`src/rtl/alu_issue_pkg.sv`:
```
// Shared definitions for the ALU issue controller: op codes, instruction
// field positions and the controller FSM states.
// Optional feature macro: ILLEGAL_TRAP_EN (adds the terminal HALT state).
package alu_issue_pkg;

  localparam int unsigned OP_W   = 3;
  localparam int unsigned REG_AW = 3;

  // ALU function codes; the alu decodes the same values on EXE_CMD
  localparam logic [OP_W-1:0] OP_NOP = 3'b000;
  localparam logic [OP_W-1:0] OP_ADD = 3'b001;
  localparam logic [OP_W-1:0] OP_SUB = 3'b010;
  localparam logic [OP_W-1:0] OP_SLL = 3'b011;
  localparam logic [OP_W-1:0] OP_SRL = 3'b100;

  // Instruction word field positions
  localparam int unsigned OP_MSB   = 15;
  localparam int unsigned OP_LSB   = 13;
  localparam int unsigned IMM_BIT  = 12;
  localparam int unsigned RD_MSB   = 11;
  localparam int unsigned RD_LSB   = 9;
  localparam int unsigned RS_MSB   = 8;
  localparam int unsigned RS_LSB   = 6;
  localparam int unsigned RT_MSB   = 5;
  localparam int unsigned RT_LSB   = 3;
  localparam int unsigned IMM8_MSB = 7;
  localparam int unsigned IMM8_LSB = 0;

  typedef enum logic [2:0] {
    ST_IDLE,
    ST_READ,
    ST_EXEC,
    ST_WB
`ifdef ILLEGAL_TRAP_EN
    , ST_HALT
`endif
  } state_t;

  // Codes above SRL have no ALU function
  function automatic logic op_legal(input logic [OP_W-1:0] op);
    return op <= OP_SRL;
  endfunction

endpackage

```
`src/rtl/issue_regfile.sv`:
```
// REGS x N register file: async clear, one write port, three combinational
// read ports. r0 always reads as zero and is never written.
module issue_regfile
  import alu_issue_pkg::*;
#(
  parameter int unsigned N    = 8,
  parameter int unsigned REGS = 8,
  localparam int unsigned AW  = $clog2(REGS)
) (
  input  logic          clk,
  input  logic          n_reset,
  input  logic          we,
  input  logic [AW-1:0] waddr,
  input  logic [N-1:0]  wdata,
  input  logic [AW-1:0] raddr_a,
  output logic [N-1:0]  rdata_a,
  input  logic [AW-1:0] raddr_b,
  output logic [N-1:0]  rdata_b,
  input  logic [AW-1:0] raddr_d,
  output logic [N-1:0]  rdata_d
);

  logic [N-1:0] mem [REGS];

  // Storage: cleared on reset, single write port skipping r0
  always_ff @(posedge clk or negedge n_reset) begin
    if (!n_reset) begin
      for (int i = 0; i < int'(REGS); i++) mem[i] <= '0;
    end else if (we && (waddr != '0)) begin
      mem[waddr] <= wdata;
    end
  end

  assign rdata_a = (raddr_a == '0) ? '0 : mem[raddr_a];
  assign rdata_b = (raddr_b == '0) ? '0 : mem[raddr_b];
  assign rdata_d = (raddr_d == '0) ? '0 : mem[raddr_d];

endmodule

```
`src/rtl/alu_issue_ctrl.sv`:
```
// Command-issuing side of the ALU interface: accepts instruction words,
// reads operands, drives the external alu and writes its result back.
// Optional feature macro: ILLEGAL_TRAP_EN (illegal op -> sticky flag + HALT).
module alu_issue_ctrl
  import alu_issue_pkg::*;
#(
  parameter int unsigned N    = 8,
  parameter int unsigned REGS = 8
) (
  input  logic              clk,
  input  logic              n_reset,
  input  logic              instr_valid,
  input  logic [15:0]       instr,
  output logic              instr_ready,
  output logic [OP_W-1:0]   exe_cmd,
  output logic [N-1:0]      alu_a,
  output logic [N-1:0]      alu_b,
  input  logic [N-1:0]      alu_result,
  output logic              done,
  output logic [REG_AW-1:0] wb_addr,
  output logic [N-1:0]      wb_data,
  output logic              illegal_op,
  input  logic [REG_AW-1:0] dbg_addr,
  output logic [N-1:0]      dbg_data
);

  state_t state_q, state_d;
  logic [15:0]       instr_q, instr_d;
  logic [OP_W-1:0]   exe_cmd_d;
  logic [N-1:0]      alu_a_d, alu_b_d, wb_data_d;
  logic [REG_AW-1:0] wb_addr_d;
  logic              done_d, ready_d, rf_we;
  logic [N-1:0]      rdata_a, rdata_b;

  logic [OP_W-1:0]   op, eff_op;
  logic              imm;
  logic [REG_AW-1:0] rd, rs, rt;
  logic [7:0]        imm8;

  assign op   = instr_q[OP_MSB:OP_LSB];
  assign imm  = instr_q[IMM_BIT];
  assign rd   = instr_q[RD_MSB:RD_LSB];
  assign rs   = instr_q[RS_MSB:RS_LSB];
  assign rt   = instr_q[RT_MSB:RT_LSB];
  assign imm8 = instr_q[IMM8_MSB:IMM8_LSB];

`ifdef ILLEGAL_TRAP_EN
  logic illegal_q, illegal_d;
  assign eff_op     = op;
  assign illegal_op = illegal_q;
`else
  assign eff_op     = op_legal(op) ? op : OP_NOP;
  assign illegal_op = 1'b0;
`endif

  issue_regfile #(.N(N), .REGS(REGS)) u_rf (
    .clk     (clk),
    .n_reset (n_reset),
    .we      (rf_we),
    .waddr   (rd),
    .wdata   (wb_data),
    .raddr_a (imm ? rd : rs),
    .rdata_a (rdata_a),
    .raddr_b (rt),
    .rdata_b (rdata_b),
    .raddr_d (dbg_addr),
    .rdata_d (dbg_data)
  );

  // State and registered outputs
  always_ff @(posedge clk or negedge n_reset) begin
    if (!n_reset) begin
      state_q     <= ST_IDLE;
      instr_q     <= '0;
      exe_cmd     <= OP_NOP;
      alu_a       <= '0;
      alu_b       <= '0;
      wb_addr     <= '0;
      wb_data     <= '0;
      done        <= 1'b0;
      instr_ready <= 1'b1;
`ifdef ILLEGAL_TRAP_EN
      illegal_q   <= 1'b0;
`endif
    end else begin
      state_q     <= state_d;
      instr_q     <= instr_d;
      exe_cmd     <= exe_cmd_d;
      alu_a       <= alu_a_d;
      alu_b       <= alu_b_d;
      wb_addr     <= wb_addr_d;
      wb_data     <= wb_data_d;
      done        <= done_d;
      instr_ready <= ready_d;
`ifdef ILLEGAL_TRAP_EN
      illegal_q   <= illegal_d;
`endif
    end
  end

  // Next-state and next-output decode
  always_comb begin
    state_d   = state_q;
    instr_d   = instr_q;
    exe_cmd_d = exe_cmd;
    alu_a_d   = alu_a;
    alu_b_d   = alu_b;
    wb_addr_d = wb_addr;
    wb_data_d = wb_data;
    done_d    = 1'b0;
    rf_we     = 1'b0;
`ifdef ILLEGAL_TRAP_EN
    illegal_d = illegal_q;
`endif
    case (state_q)
      ST_IDLE: begin
        exe_cmd_d = OP_NOP;
        if (instr_valid) begin
          instr_d = instr;
          state_d = ST_READ;
        end
      end
      ST_READ: begin
        alu_a_d   = rdata_a;
        alu_b_d   = imm ? N'(imm8) : rdata_b;
        exe_cmd_d = eff_op;
        state_d   = ST_EXEC;
`ifdef ILLEGAL_TRAP_EN
        if (!op_legal(op)) begin
          illegal_d = 1'b1;
          exe_cmd_d = OP_NOP;
          state_d   = ST_HALT;
        end
`endif
      end
      ST_EXEC: begin
        wb_addr_d = rd;
        wb_data_d = (eff_op == OP_NOP) ? '0 : alu_result;
        done_d    = 1'b1;
        state_d   = ST_WB;
      end
      ST_WB: begin
        rf_we     = (rd != '0) && (eff_op != OP_NOP);
        exe_cmd_d = OP_NOP;
        state_d   = ST_IDLE;
      end
`ifdef ILLEGAL_TRAP_EN
      ST_HALT: state_d = ST_HALT;
`endif
      default: state_d = ST_IDLE;
    endcase
    ready_d = (state_d == ST_IDLE);
  end

endmodule

```
`config.mk`:
```
export PLATFORM = sky130hd
export DESIGN_NAME = alu_issue_ctrl
export DESIGN_NICKNAME = d
export VERILOG_FILES = /design/src/rtl/alu_issue_pkg.sv /design/src/rtl/issue_regfile.sv /design/src/rtl/alu_issue_ctrl.sv
export SDC_FILE = /design/constraint.sdc
export NUM_CORES = 1
export LEC_CHECK = 0
export CAP_MARGIN = 10
export CORE_ASPECT_RATIO = 1.2
export CORE_MARGIN = 1.5
export CORE_UTILIZATION = 60
export CTS_CLUSTER_DIAMETER = 50
export CTS_CLUSTER_SIZE = 20
export DETAILED_ROUTE_END_ITERATION = 10
export PLACE_DENSITY_LB_ADDON = 0.08
export SETUP_SLACK_MARGIN = 0.15
export SYNTH_ARGS = -nofsm -noshare
export SYNTH_HDL_FRONTEND = slang
export SYNTH_SLANG_ARGS = --single-unit
```
`constraint.sdc`:
```
create_clock -name clk -period 6.4 [get_ports clk]
set_clock_uncertainty 0.15 [all_clocks]
set_input_delay 1.28 -clock clk [delete_from_list [all_inputs] [get_ports clk]]
set_output_delay 1.28 -clock clk [all_outputs]
set_load 0.02 [all_outputs]
```
# Word-level counts from Yosys, hierarchy flattened

Index checks and enable logic that the tools add are counted.

Bits in registers: 115
Output and inout bits: 41
Word-level logic and storage cells: 68

Reduce and logical (&&, ||, !) cells: 14
Bitwise gates (word level): 4
Equality and inequality tests: 3
Multiplexer cells: 24
Order comparisons: 6

Operator list:

| operator                                                   | count |
|---|---|
| two-way mux 8 bit                                          | 12 |
| binary-select mux 8 bit (select 3 bit)                     | 3 |
| bitwise mux 64 bit                                         | 1 |
| demux 8 bit (select 3 bit)                                 | 1 |
| zero test 3 bit                                            | 6 |
| >= comparator 4 bit, second input constant                 | 4 |
| inverter 3 -> 4 bit                                        | 4 |
| two-way mux 3 bit                                          | 3 |
| case mux 3 bit (3 select lines)                            | 1 |
| == test 3 x 2 -> 1 bit, second input constant              | 2 |
| case mux 3 bit (2 select lines)                            | 1 |
| nonzero test 3 bit                                         | 2 |
| less-than comparator 4 x 1 -> 1 bit, second input constant | 1 |
| == test 3 x 1 -> 1 bit, second input constant              | 1 |
| less-or-equal comparator 3 bit, second input constant      | 1 |
| logical AND 1 bit                                          | 3 |
| two-way mux 1 bit                                          | 2 |
| AND reduction 2 bit                                        | 1 |
| nonzero test 2 bit                                         | 1 |
| OR reduction 2 bit                                         | 1 |

# Longest topological paths before layout

Gate-level depths: netlist (run 1).

Word-level depth: 6
Gate-level depth with buffers: 7
Depth with buffers taken out: 5

# Cells and area by module

A second synthesis (run 1) with hierarchy kept.

Cells, all modules: 438
Area, all modules: 5,816.8 um2

Modules (own cells, without submodules):

| module         | area each (um2) | instances | cells each |
|---|---|---|---|
| issue_regfile  | 3,763.6         | 1         | 293 |
| alu_issue_ctrl | 2,053.2         | 1         | 145 |

# Worst setup path before layout (run 1)

No wires, ideal clock.

Path type: input to output
Start point: in dbg_addr[1]
End point: out dbg_data[0]
Data required time: 4.970 ns
Path slack: 2.248 ns
Arrival time: 2.722 ns
Stages on the path: 5
Cells stage by stage: clkbuf_1 -> clkbuf_1 -> mux4_2 -> nor2_1 -> a221oi_1

Word-level cells in the longest chain between the ends: 5
Elaborated cells between the ends (all ways): 6

Ends and longest elaborated chain:

| what                                                  | RTL line             | source |
|---|---|---|
| start, declared                                       | alu_issue_ctrl.sv:23 | `input logic [REG_AW-1:0] dbg_addr,` |
| inverter 3 -> 4 bit (not written as such)             | issue_regfile.sv:36  | `assign rdata_d = (raddr_d == '0) ? '0 : mem[raddr_d];` |
| binary-select mux 8 bit (select 3 bit)                | issue_regfile.sv:36  |  |
| two-way mux 8 bit (not written as such) (2 in series) | issue_regfile.sv:36  |  |
| two-way mux 8 bit *                                   | issue_regfile.sv:36  |  |
| end, declared                                         | alu_issue_ctrl.sv:24 | `output logic [N-1:0] dbg_data` |

Every way passes the cells marked *; elsewhere a longest branch is shown, timed or not. The select of a mux whose other input is x is not followed.

# Worst setup path in the final report (run 1)

Start point: in dbg_addr[1]
End point: out dbg_data[1]

Same word-level chain as after synthesis.

==> impl_metrics.py, run 1 <==
metrics = {
    "synth": {
        "yosys_warnings": 0,
        "synthFlopType": "dfrtp_1",
        "synth_edf_count": 0,
        "synth_async_sr_flop_share": 1.00,
        "synth_area_um2": 5880,
        "synth_cell_types": 47,
        "synth.top_cells.by_count": "114 x dfrtp_1, 70 x mux2_2, 44 x mux2i_1",
        "syn-instance-count": 491,
        "ys_seq_area_frac": 0.489,
        "synth_top_cell_by_area": "dfrtp_1",
        "synth.most_common_cell": "dfrtp_1",
        "ys_ff_latch": 115,
        "syn_area_per_cell_um2": 12.0,
        "synth_top_area_frac": 0.485,
        "synth_area_leaders": "dfrtp_1 49%, mux2_2 13%, mux2i_1 7.5%",
    },
    "placed_design": {
        "gp_congestion": 0.925,
        "hpwl_mm": 9.91,
        "post-place-ws_ns": 1.10,
        "io_buffers": 69,
        "dpl.cell_count": 654,
        "placed_area_um2": 6640,
    },
    "worst_hold_path": {
        "whs_path_depth": 0,
        "hold_end": "u_rf.mem[59]$_DFFE_PN0P_",
        "hold_start": "u_rf.mem[59]$_DFFE_PN0P_",
        "hold_path.class": "reg2reg",
    },
    "pwr": {
        "p_leak_nw": 3.31,
        "p_total_mw": 2.95,
        "internal_power_mw": 1.98,
        "swShare": 0.328,
        "p_comb_frac": 0.287,
        "switching_power_mw": 0.965,
        "peakVddDrop_mv": 0.241,
        "p_per_area_nw_per_um2": 404,
        "seq_power_share": 0.362,
        "p_clk_frac": 0.351,
    },
    "cells_and_area": {
        "final_cell_area_um2": 7290,
        "drive_above_1_share": 0.259,
        "n_antenna_cell": 0,
        "area_delta_synth_final_pct": 23.9,
        "nFillCells": 635,
        "fin_util": 0.766,
        "fin_nets": 580,
        "stdcell_count": 686,
    },
    "floorplan": {
        "io-pin-count": 71,
        "start_util": 0.618,
        "die_height_um": 111,
        "std_cell_rows": 39,
        "chipWidth_um": 93.4,
        "core_um2": 9520,
        "die_area_um2": 10400,
    },
    "drt": {
        "num_vias": 4449,
        "ant_nets": 0,
        "wl_per_cell_um": 22.6,
        "totalWireLength_mm": 15.5,
        "drtIter0Drc": 333,
        "drc_errors": 0,
        "vias_per_cell": 6.49,
        "drtPass1Iterations": 5,
    },
    "sta": {
        "finalSetupViolCount": 0,
        "hold_ws_ns": 0.221,
        "slew_violations": 0,
        "hold_violations": 0,
        "period_share": 0.842,
        "setup_ws_ns": 1.01,
        "slew_headroom": 0.256,
        "worst_pin_slew_ns": 1.11,
        "finalSetupTns_ns": 0,
        "fmax_mhz": 186,
        "rsz0062_at_grt": "no",
        "final.min_clock_period_ns": 5.39,
    },
    "cts": {
        "cts_hold_buffers": 0,
        "htree_levels": 4,
        "clock-sinks": 115,
        "clkSlewWorstSetupHoldPaths_ns": 0.05,
        "clk_latency_ns": 0.41,
        "postCtsSetupRepairBufs": 0,
        "cts_buffer_depth": 2,
        "cts-resized-gates": 0,
        "cts_tree": "yes",
        "numCtsBuffers": 17,
        "clock-root-buffer": "clkbuf_16",
    },
    "grt": {
        "grt_max_degree": 64,
        "grt_pass1_vias": 4571,
        "grt_overflow": 0,
        "antenna_found_initial": 0,
        "grt_pass1_wl_mm": 24.7,
        "grt.total_usage": 0.320,
    },
    "critical_path": {
        "worstSetupPathType": "in2out",
        "worstPathRequired_ns": 4.97,
        "cp-end-kind": "output pin",
        "cp_max_fo": 14,
        "rrSetupSlack_ns": 3.74,
        "critPathArrivalTime_ns": 3.96,
        "r2r_cells": 6,
        "crit_path_start_kind": "input port",
        "r2r_start": "instr_q[12]$_DFFE_PN0P_",
        "rr_endpoint": "alu_a[6]$_DFFE_PN0P_",
    },
    "flow_run": {
        "maxCapViolCount": 0,
    },
    "run_status": {
        "status": "finished clean",
    },
}
state kept, by name, summed over array words and instances, names as in the netlist, 3 cells and up:
signal	flops
wb_data	8
exe_cmd	3
state_q	3
alu_a	8
u_rf.mem	64
alu_b	8
instr_q	16
wb_addr	3
critical path, stage by stage:
cell	delay, ns
clkdlybuf4s50_1	0.91
buf_4	0.33
or2_2	0.25
o21ai_0	0.10
a221oi_1	0.38
clkdlybuf4s50_1	0.68
cells by family after synthesis:
group	count (synthesis)	share of synthesized area
mux	139	0.291
flops	115	0.489
simple gates	112	0.0930
compound gates	79	0.0925
buf+inv	45	0.0330
other cells	1	0.000638
placed cells by master, fill, tap and decap left out, drive strengths merged, types with 2 or more instances in the layout:
cell type / n
clkinv: 6
a211oi: 2
nand2: 27
mux2: 78
o21ai: 24
inv: 4
a2111oi: 7
a21oi: 14
nand2b: 2
bufinv: 5
dfrtp: 114
nor3: 21
clkbuf: 22
mux4: 15
mux2i: 46
o21a: 2
clkdlybuf4s50: 68
or2: 3
conb: 2
nor2b: 10
a22o: 10
nor2: 39
a32o: 2
a221oi: 12
nand3: 2
buf: 11
power groups by stage:
stage / clock [mW] / sequential [mW] / combinational, mW
final: 1.03 / 1.07 / 0.845
after global routing: 1.08 / 1.09 / 0.897
after CTS: 1.04 / 1.06 / 0.844
after detailed placement: 0 / 1.07 / 0.840
after global placement: 0 / 1.06 / 0.829
after floorplan: 0 / 1.10 / 0.429
worst max path at each step:
stage,to,cells after the start,slack (ns),startpoint
2_1_floorplan,dbg_data[0],5,2.25,dbg_addr[1]
3_3_place_gp,dbg_data[0],6,1.06,dbg_addr[1]
3_5_place_dp,dbg_data[7],6,1.10,dbg_addr[1]
4_1_cts,dbg_data[0],6,1.08,dbg_addr[1]
5_1_grt,dbg_data[1],6,0.94,dbg_addr[1]
6_report,dbg_data[1],6,1.01,dbg_addr[1]
layout make-up:
cell class,count,area [µm²],share of cell area
Tap cell,123,154,0.0211
Sequential cell,115,2880,0.395
Clock inverter,10,179,0.0246
Clock buffer,22,464,0.0637
Multi-Input combinational cell,332,2830,0.388
Inverter,5,18.8,0.00258
Timing Repair Buffer,79,763,0.105
metal layers:
metal	up-vias	global-route usage	wire length [µm]	part of all wire
met2	220	0.492	7460	0.48
met3	60	0.0615	1010	0.065
met4	0	0.184	770	0.050
met5	-	0	0	0
met1	2232	0.424	6290	0.40
li1	1937	-	-	-
Power figures use the tool's default switching activity.
==> run 2: changes to the inputs <==
CORE_UTILIZATION = 51   (was 60)
clock period = 4.5 ns   (was 6.4 ns; I/O delays follow)
==> run 2 against run 1 <==
Combinational power grew 42%. Global-route usage down 3.8 points. Non-clock buffer count is 5 higher.
==> impl_metrics.py, run 2 (synthesis results as in run 1) <==
metrics = {
    "run_status": {
        "status": "finished clean",
    },
    "cells_and_area": {
        "fin_nets": 585,
        "top_register": "u_rf.mem",
        "layout_common_cells": "114 x dfrtp_1, 70 x mux2_2, 68 x clkdlybuf4s50_1",
        "n_antenna_cell": 0,
        "largestRegisters": "u_rf.mem: 64 flops, instr_q: 16 flops",
        "largest_register_ffs": 64,
        "drive_above_1_share": 0.266,
        "area_delta_synth_final_pct": 24.1,
        "final_common_cell": "dfrtp_1",
        "stdcell_count": 721,
        "final_cell_area_um2": 7300,
    },
    "pwr": {
        "internal_power_mw": 2.69,
        "p_comb_frac": 0.296,
        "p_leak_nw": 3.30,
        "peakVddDrop_mv": 0.303,
        "seq_power_share": 0.375,
        "swShare": 0.339,
        "switching_power_mw": 1.38,
        "p_clk_frac": 0.329,
        "p_per_area_nw_per_um2": 557,
    },
    "sta": {
        "hold_violations": 0,
        "rsz0062_at_grt": "no",
        "fmax_mhz": 237,
        "slew_headroom": 0.291,
        "finalSetupTns_ns": 0,
        "slew_violations": 0,
        "worst_pin_slew_ns": 1.06,
        "period_share": 0.937,
        "finalSetupViolCount": 0,
        "final.min_clock_period_ns": 4.22,
        "setup_ws_ns": 0.284,
    },
    "drt": {
        "vias_per_cell": 6.04,
        "ant_nets": 0,
        "wl_per_cell_um": 21.9,
        "totalWireLength_mm": 15.8,
        "drtIter0Drc": 198,
        "drc_errors": 0,
        "num_vias": 4354,
        "drtPass1Iterations": 6,
    },
    "grt": {
        "antenna_found_initial": 0,
        "grt.total_usage": 0.282,
        "grt_overflow": 0,
        "grt_pass1_vias": 4591,
        "grt_max_degree": 52,
        "grt_pass1_wl_mm": 25.0,
    },
    "placed_design": {
        "gp_congestion": 0.847,
        "dpl.cell_count": 690,
        "hpwl_mm": 10.3,
        "io_buffers": 69,
        "post-place-ws_ns": 0.336,
        "placed_area_um2": 6720,
    },
    "floorplan": {
        "core_um2": 11100,
        "die_height_um": 121,
        "io-pin-count": 71,
        "std_cell_rows": 42,
        "chipWidth_um": 101,
        "die_area_um2": 12200,
        "start_util": 0.528,
    },
    "critical_path": {
        "critPathArrivalTime_ns": 3.17,
        "crit_path_start_kind": "input port",
        "worstPathRequired_ns": 3.45,
        "cp_max_fo": 14,
        "worstSetupPathType": "in2out",
        "cp-end-kind": "output pin",
    },
    "cts": {
        "clk_latency_ns": 0.42,
        "clock-sinks": 115,
        "numCtsBuffers": 17,
        "cts_hold_buffers": 0,
        "cts_buffer_depth": 2,
        "postCtsSetupRepairBufs": 0,
        "cts_tree": "yes",
        "cts-resized-gates": 0,
        "clkSlewWorstSetupHoldPaths_ns": 0.05,
        "clock-root-buffer": "clkbuf_16",
        "htree_levels": 4,
    },
    "flow_run": {
        "maxCapViolCount": 0,
    },
    "worst_hold_path": {
        "hold_path.class": "reg2reg",
    },
}
==> run 2: final timing paths <==
| kind | slack (ns) | start | depth (start not counted) | to |
|---|---|---|---|---|
| max | 0.28 | dbg_addr[0] | 5 | dbg_data[0] |
| min | 0.22 | u_rf.mem[56]$_DFFE_PN0P_ | 0 | u_rf.mem[56]$_DFFE_PN0P_ |
| max reg2reg | 1.82 | instr_q[14]$_DFFE_PN0P_ | 5 | u_rf.mem[10]$_DFFE_PN0P_ |
| min reg2reg | 0.22 | u_rf.mem[56]$_DFFE_PN0P_ | 0 | u_rf.mem[56]$_DFFE_PN0P_ |
| max in group asynchronous | 2.90 | n_reset | 2 | u_rf.mem[58]$_DFFE_PN0P_ |
| min in group asynchronous | 0.37 | n_reset | 1 | alu_a[4]$_DFFE_PN0P_ |
==> run 2: through the flow <==
stage	hold slack (ns)	power, mW	util
6_report	0.225	4.06	0.655
5_1_grt	0.238	4.24	0.655
4_1_cts	0.226	4.07	0.655
3_5_place_dp	0.213	2.73	0.603
3_3_place_gp	0.212	2.71	0.603
2_1_floorplan	0.275	2.17	-
==> run 2: area by class of cell <==
cell class / count / area, µm²
inverter: 5 / 18.8
timing repair buffer: 84 / 801
clock buffer: 20 / 447
tap: 154 / 193
sequential: 115 / 2880
fill: 878 / 3840
multi-input combinational: 332 / 2830
clock inverter: 11 / 136
==> run 2: layer usage <==
layer  GRT usage  vias up  routed length [µm]
li1            -     1940                   -
met1       0.368     2209                6710
met2       0.438      155                7750
met3      0.0514       50                 641
met4       0.169        0                 708
met5           0        -                   0
==> run 2: worst max-delay path, cell delays in order <==
cell and delay [ns]:
clkdlybuf4s50_1 0.40, buf_4 0.21, a21oi_1 0.74, a221oi_1 0.29, clkdlybuf4s50_1 0.61
==> run 2: power groups by stage <==
stage | Clock [mW] | Sequential, mW | Combinational [mW]
final | 1.34 | 1.52 | 1.20
after global routing | 1.41 | 1.56 | 1.27
after CTS | 1.35 | 1.52 | 1.21
after detailed placement | 0 | 1.53 | 1.20
after global placement | 0 | 1.52 | 1.19
after floorplan | 0 | 1.56 | 0.610
